===== config.mk =====
export PLATFORM = sky130hd
export DESIGN_NAME = fsm_mod_counter
export DESIGN_NICKNAME = d
export VERILOG_FILES = /design/src/rtl/fsm_mod_counter.sv
export SDC_FILE = /design/constraint.sdc
export NUM_CORES = 1
export LEC_CHECK = 0
export ABC_AREA = 1
export BUFFER_PORTS_ARGS = -buffer_cell sky130_fd_sc_hd__buf_2
export CORE_AREA = 2 2 39 41
export CTS_CLUSTER_SIZE = 28
export DETAILED_ROUTE_END_ITERATION = 8
export DIE_AREA = 0 0 41 43
export HOLD_SLACK_MARGIN = 0.03
export PLACE_DENSITY = 0.55
export SLEW_MARGIN = 20
export SYNTH_ARGS = -nofsm -noshare
export SYNTH_HDL_FRONTEND = slang
export SYNTH_SLANG_ARGS = --single-unit

===== constraint.sdc =====
create_clock -name clk -period 1.3 [get_ports clk]
set_input_delay 0.195 -clock clk [delete_from_list [all_inputs] [get_ports clk]]
set_output_delay 0.195 -clock clk [all_outputs]
set_load 0.05 [all_outputs]

===== src/rtl/fsm_mod_counter.sv =====
// Modulo-MODULO up/down counter built as an explicit state-register FSM with clear, load and terminal count.
// Optional sticky overflow flag (ports ovf_clr/ovf) when FSM_CNT_OVF_STICKY_EN is defined.
module fsm_mod_counter #(
  parameter int WIDTH    = 4,
  parameter int MODULO   = 10,
  parameter bit SATURATE = 1'b0
) (
  input  logic             clk,
  input  logic             reset_n,
  input  logic             en,
  input  logic             clr,
  input  logic             load,
  input  logic [WIDTH-1:0] load_val,
  input  logic             up_dn,
`ifdef FSM_CNT_OVF_STICKY_EN
  input  logic             ovf_clr,
  output logic             ovf,
`endif
  output logic [WIDTH-1:0] count,
  output logic             tc,
  output logic             wrap
);

  // One extra bit so MODULO == 2**WIDTH is representable in comparisons.
  localparam logic [WIDTH:0]   MOD_EXT = (WIDTH+1)'(MODULO);
  localparam logic [WIDTH-1:0] ST_ZERO = '0;
  localparam logic [WIDTH-1:0] ST_LAST = WIDTH'(MODULO - 1);

  function automatic logic [WIDTH-1:0] clamp_load(input logic [WIDTH-1:0] v);
    if ({1'b0, v} >= MOD_EXT) return ST_LAST;
    return v;
  endfunction

  function automatic logic [WIDTH-1:0] step_up(input logic [WIDTH-1:0] c);
    if (c == ST_LAST) return SATURATE ? c : ST_ZERO;
    return c + WIDTH'(1);
  endfunction

  function automatic logic [WIDTH-1:0] step_dn(input logic [WIDTH-1:0] c);
    if (c == ST_ZERO) return SATURATE ? c : ST_LAST;
    return c - WIDTH'(1);
  endfunction

  logic [WIDTH-1:0] count_nxt;
  logic             at_term;
  logic             illegal;
  logic             wrap_nxt;

  always_comb begin
    at_term = up_dn ? (count == ST_LAST) : (count == ST_ZERO);
    illegal = ({1'b0, count} >= MOD_EXT);
    tc      = en & ~clr & ~load & at_term;
    wrap_nxt = !SATURATE && tc;

    count_nxt = count;
    if (clr)          count_nxt = ST_ZERO;
    else if (load)    count_nxt = clamp_load(load_val);
    else if (illegal) count_nxt = ST_ZERO;   // recovery arm, ignores en
    else if (en)      count_nxt = up_dn ? step_up(count) : step_dn(count);
  end

  always_ff @(posedge clk or negedge reset_n) begin
    if (!reset_n) begin
      count <= ST_ZERO;
      wrap  <= 1'b0;
    end else begin
      count <= count_nxt;
      wrap  <= wrap_nxt;
    end
  end

`ifdef FSM_CNT_OVF_STICKY_EN
  // tc already implies the step is taken, so it doubles as the overflow event; set beats clear.
  always_ff @(posedge clk or negedge reset_n) begin
    if (!reset_n)     ovf <= 1'b0;
    else if (tc)      ovf <= 1'b1;
    else if (ovf_clr) ovf <= 1'b0;
  end
`endif

endmodule


* Word level (Yosys, flattened, before mapping)
Cells that the tools add are included.
** Cells by class
- Bitwise gates (word level) :: 5
- Multiplexer cells :: 25
- Eq/ne operators :: 1
- Add/subtract/negate cells :: 2
- Reductions and logical operators :: 2
- Order comparisons :: 2
** Operators with widths (count)
- two-way mux 4 bit :: 11
- two-way mux 1 bit :: 14
- >= comparator 4 bit (second input constant) :: 2
- adder 4 x 1 -> 4 bit (second input constant) :: 1
- equality test 4 bit (second input constant) :: 1
- logical NOT 4 bit :: 1
- nonzero test 4 bit :: 1
- subtractor 4 x 1 -> 4 bit (second input constant) :: 1
- bitwise AND 1 bit :: 3
- inverter 1 bit :: 2
** Storage, ports and cells
- Flip-flop bits (word level) :: 5
- Output and inout bits :: 6
- Bits of input ports :: 10

* Longest topological paths before layout
- Word-level depth :: 12
- Mapped depth :: 10

* Worst setup path before layout
Ideal clock, no wire load.
- Kind :: register to register
- Start :: register count[2]
- End :: register wrap
- Required time :: 1097 ps
- Stages on the path, launching flop included :: 6
- Data arrival time :: 1763 ps
- Path slack :: -666 ps
- Path buffers :: 0
- Path through :: dfrtp_1 -> nor2_4 -> nand2_2 -> nand2_1 -> nand4_1 -> nor2_1
** On the way
- Cells in the longest elaborated chain, start to end :: 3
- Elaborated cells on any way between the ends :: 4
** Ends and longest elaborated chain
- from (decl) :: RTL line 19 : output logic [WIDTH-1:0] count,
- from (signal assigned) :: RTL line 67 : count <= count_nxt;
- equality test 4 bit / logical NOT 4 bit (equally long branches) :: RTL line 50 : at_term = up_dn ? (count == ST_LAST) : (count == ST_ZERO);
- two-way mux 1 bit * :: RTL line 50
- bitwise AND 1 bit * :: RTL line 52 : tc = en & ~clr & ~load & at_term;
- net tc :: RTL line 20 : output logic tc,
- to (signal assigned) :: RTL line 68 : wrap <= wrap_nxt;
- to (decl) :: RTL line 21 : output logic wrap
Mark *: on every way through the listed nets, which the timed path passes. The rest lies on a longest branch.
A chain may end at the register's enable or synchronous reset.

* Worst setup path in the final report
- Start :: register count[2]
- End :: output tc
** On the way
- Cells in the longest elaborated chain, start to end :: 3
- Elaborated cells on any way between the ends :: 4
** Ends and longest elaborated chain (RTL line)
- equality test 4 bit / logical NOT 4 bit (equally long branches) :: 50
- two-way mux 1 bit * :: 50
- bitwise AND 1 bit * :: 52
- to (decl) :: 20
Every way passes the cells marked *; elsewhere a longest branch is shown, timed or not.

==> run summary <==
status: finished with violations
cts bufs inserted: 3
area post-placement: 631 um2
Leakage: 0.413 nW
clk sink count: 5
Worst R2R Path Depth: 10
DR top layer: met4
final hold viol count: 0
synthesized cell area: 440 um2
DIE HEIGHT: 43 um
Pwr Total: 0.663 mW
Hold Path End: count[1]$_DFFE_PN0P_
PnR worst setup slack: -0.217 ns
antenna cells: 0
synthesis-stage register bit count: 5
worst path arrival time: 1.32 ns
Cell Pwr Density: 951 nW/um2
synth warn: 0
WL met3: 53 um
Worst EP required: 1.11 ns
Iter 0 DRT Violations: 2
GR Util All Layers: 16.8%
CTS Buffer Depth: 2
min-delay src: en
Least-Margin Pin Slew: 0.286 ns
Syn Nets: 83
Final Util: 50.4%
Distinct cells, synth: 14
commonest cells after routing, fill and taps aside: nand2_1, buf_2, buf_4
vias in the first global route: 530
Layout Cells excl Fill: 122
Setup Skew: 0.00580 ns
Final Instance Area: 697 um2
Final Critical Period: 1.52 ns
WL/cell: 9.57 um
worst min path class: in -> reg
post-synthesis sequential area ratio: 28.4%
Synth Instances: 73
DRT met1 WL: 511 um
antenna violations before repair: 0
Crit Reg-Reg Endpoint: count[3]$_DFFE_PN0P_
first-pass GRT wire length: 1970 um
largest net degree at the start of global routing: 6
RR Startpoint: count[2]$_DFFE_PN0P_
worst IR drop on VDD: 751 uV
die width: 41 um
MaxCap Viol Count: 0
vias: 552
area growth from synthesis to layout: 58.2%
vias per cell: 4.52
I/O Buffers: 15
gpl congestion: 0.794
CTS tree: yes
total wire length: 1170 um
layout cell share with drive strength beyond 1: 42.5%
placed cells: 115
root buffer cell: clkbuf_4
final-stage net count: 117
die area: 1760 um2
r2r setup slk: 0 ns
Rel. slew slack: 80.9%
met2 wire len: 595 um
row cnt: 14
WHS Path Cells: 4
Crit Path Max Fanout: 3
Pins Over Slew Limit: 0
final worst-path cycle share: 117%
failing checks: setup timing
critical path class: reg -> out
# IOs: 16
# DRC: 0
Initial Utilization: 31.8%
CP Launch Type: register
Mean Syn Cell Area: 6.03 um2
total grt overflow: 0
most common cell after layout, fill and taps aside: nand2_1
clk_lat worst skew: 0.24 ns
Peak Freq: 0.659 GHz
RSZ-0062 raised after global routing: true
CTS H-Tree Depth: 1
Core ar.: 1380 um2
estimated wirelength of the detail-placed design: 943 um
ANT nets after route: 0
final setup violating endpoints: 2
pre-CTS setup slack: -0.0703 ns
Worst-path clk slew: 0.05 ns
DRT Pass-1 Iters: 3
Crit. End Element: output pin
## metrics by stage
step,hold slack [ns],TNS [ns]
floorplan,-0.101,-0.325
global placement,0.00962,-0.209
detailed placement,0.0112,-0.183
CTS,0.252,-0.423
global route,0.278,-0.694
finish,0.265,-0.221
## timing repair
| action | 4_1_cts | 5_1_grt |
|---|---|---|
| gates resized for setup | 5 | 1 |
| endpoints found under the hold margin | 5 | 0 |
| pin swaps | 1 | 1 |
| endpoints found under the setup margin | 5 | 5 |
| hold buffers | 1 | 0 |
| buffers inserted | 2 | 0 |
| cloned | 0 | 0 |
## layer usage
| layer | up-vias | global-route usage, % |
|---|---|---|
| met4 | 0 | 9.33 |
| met5 | - | 0 |
| met1 | 246 | 18.0 |
| met3 | 2 | 5.76 |
| met2 | 11 | 26.9 |
| li1 | 293 | - |
## power breakdown
group          switching, mW  internal [mW]
registers             0.0188          0.171
clock network         0.0632          0.116
logic                  0.173          0.121
total                  0.255          0.408
## critical path, cell delays in order (launching register included)
cell and delay [ns]:
dfrtp_2 0.42, nor2_4 0.12, nand2_2 0.07, nand2_2 0.06, nand4_1 0.12, nor2_4 0.14, buf_8 0.15
## cell usage after synthesis
master / n / area, um2
inv_1: 10 / 37.5
o21ai_1: 1 / 5.00
o21ai_4: 1 / 16.3
o21ai_0: 2 / 10.0
nor3_4: 1 / 16.3
nand2_1: 31 / 116
nand2_2: 1 / 6.26
dfrtp_1: 5 / 125
nand4_1: 2 / 12.5
nor2_4: 2 / 22.5
nor2_1: 9 / 33.8
nand3_1: 5 / 25.0
a21oi_1: 2 / 10.0
inv_2: 1 / 3.75
## cell families (layout without fill, tap and decap cells)
group / Yosys count / count (layout) / share of synthesized area, %
buf+inv: 11 / 44 / 9.38
compound gates: 6 / 6 / 9.38
simple gates: 51 / 51 / 52.8
flops: 5 / 5 / 28.4
## flip-flops by register name, summed over array words and instances (netlist names)
register	cells
wrap	1
count	4
## final cells by class
type,count,area [um2]
clock buffers,4,26.3
fillers,139,687
inverters,11,41.3
multi-input cells,57,287
flip-flops and latches,5,130
well taps,16,20.0
repair buffers,29,193
## worst max-delay path by stage
stage,slack [ns],to,startpoint
after floorplan,-0.19,tc,count[2]$_DFFE_PN0P_
after global placement,-0.07,tc,count[1]$_DFFE_PN0P_
after detailed placement,-0.07,tc,count[2]$_DFFE_PN0P_
after CTS,-0.23,tc,count[2]$_DFFE_PN0P_
after global routing,-0.33,tc,count[2]$_DFFE_PN0P_
final,-0.22,tc,count[2]$_DFFE_PN0P_
Note: power is estimated with default switching activity, not from simulation.
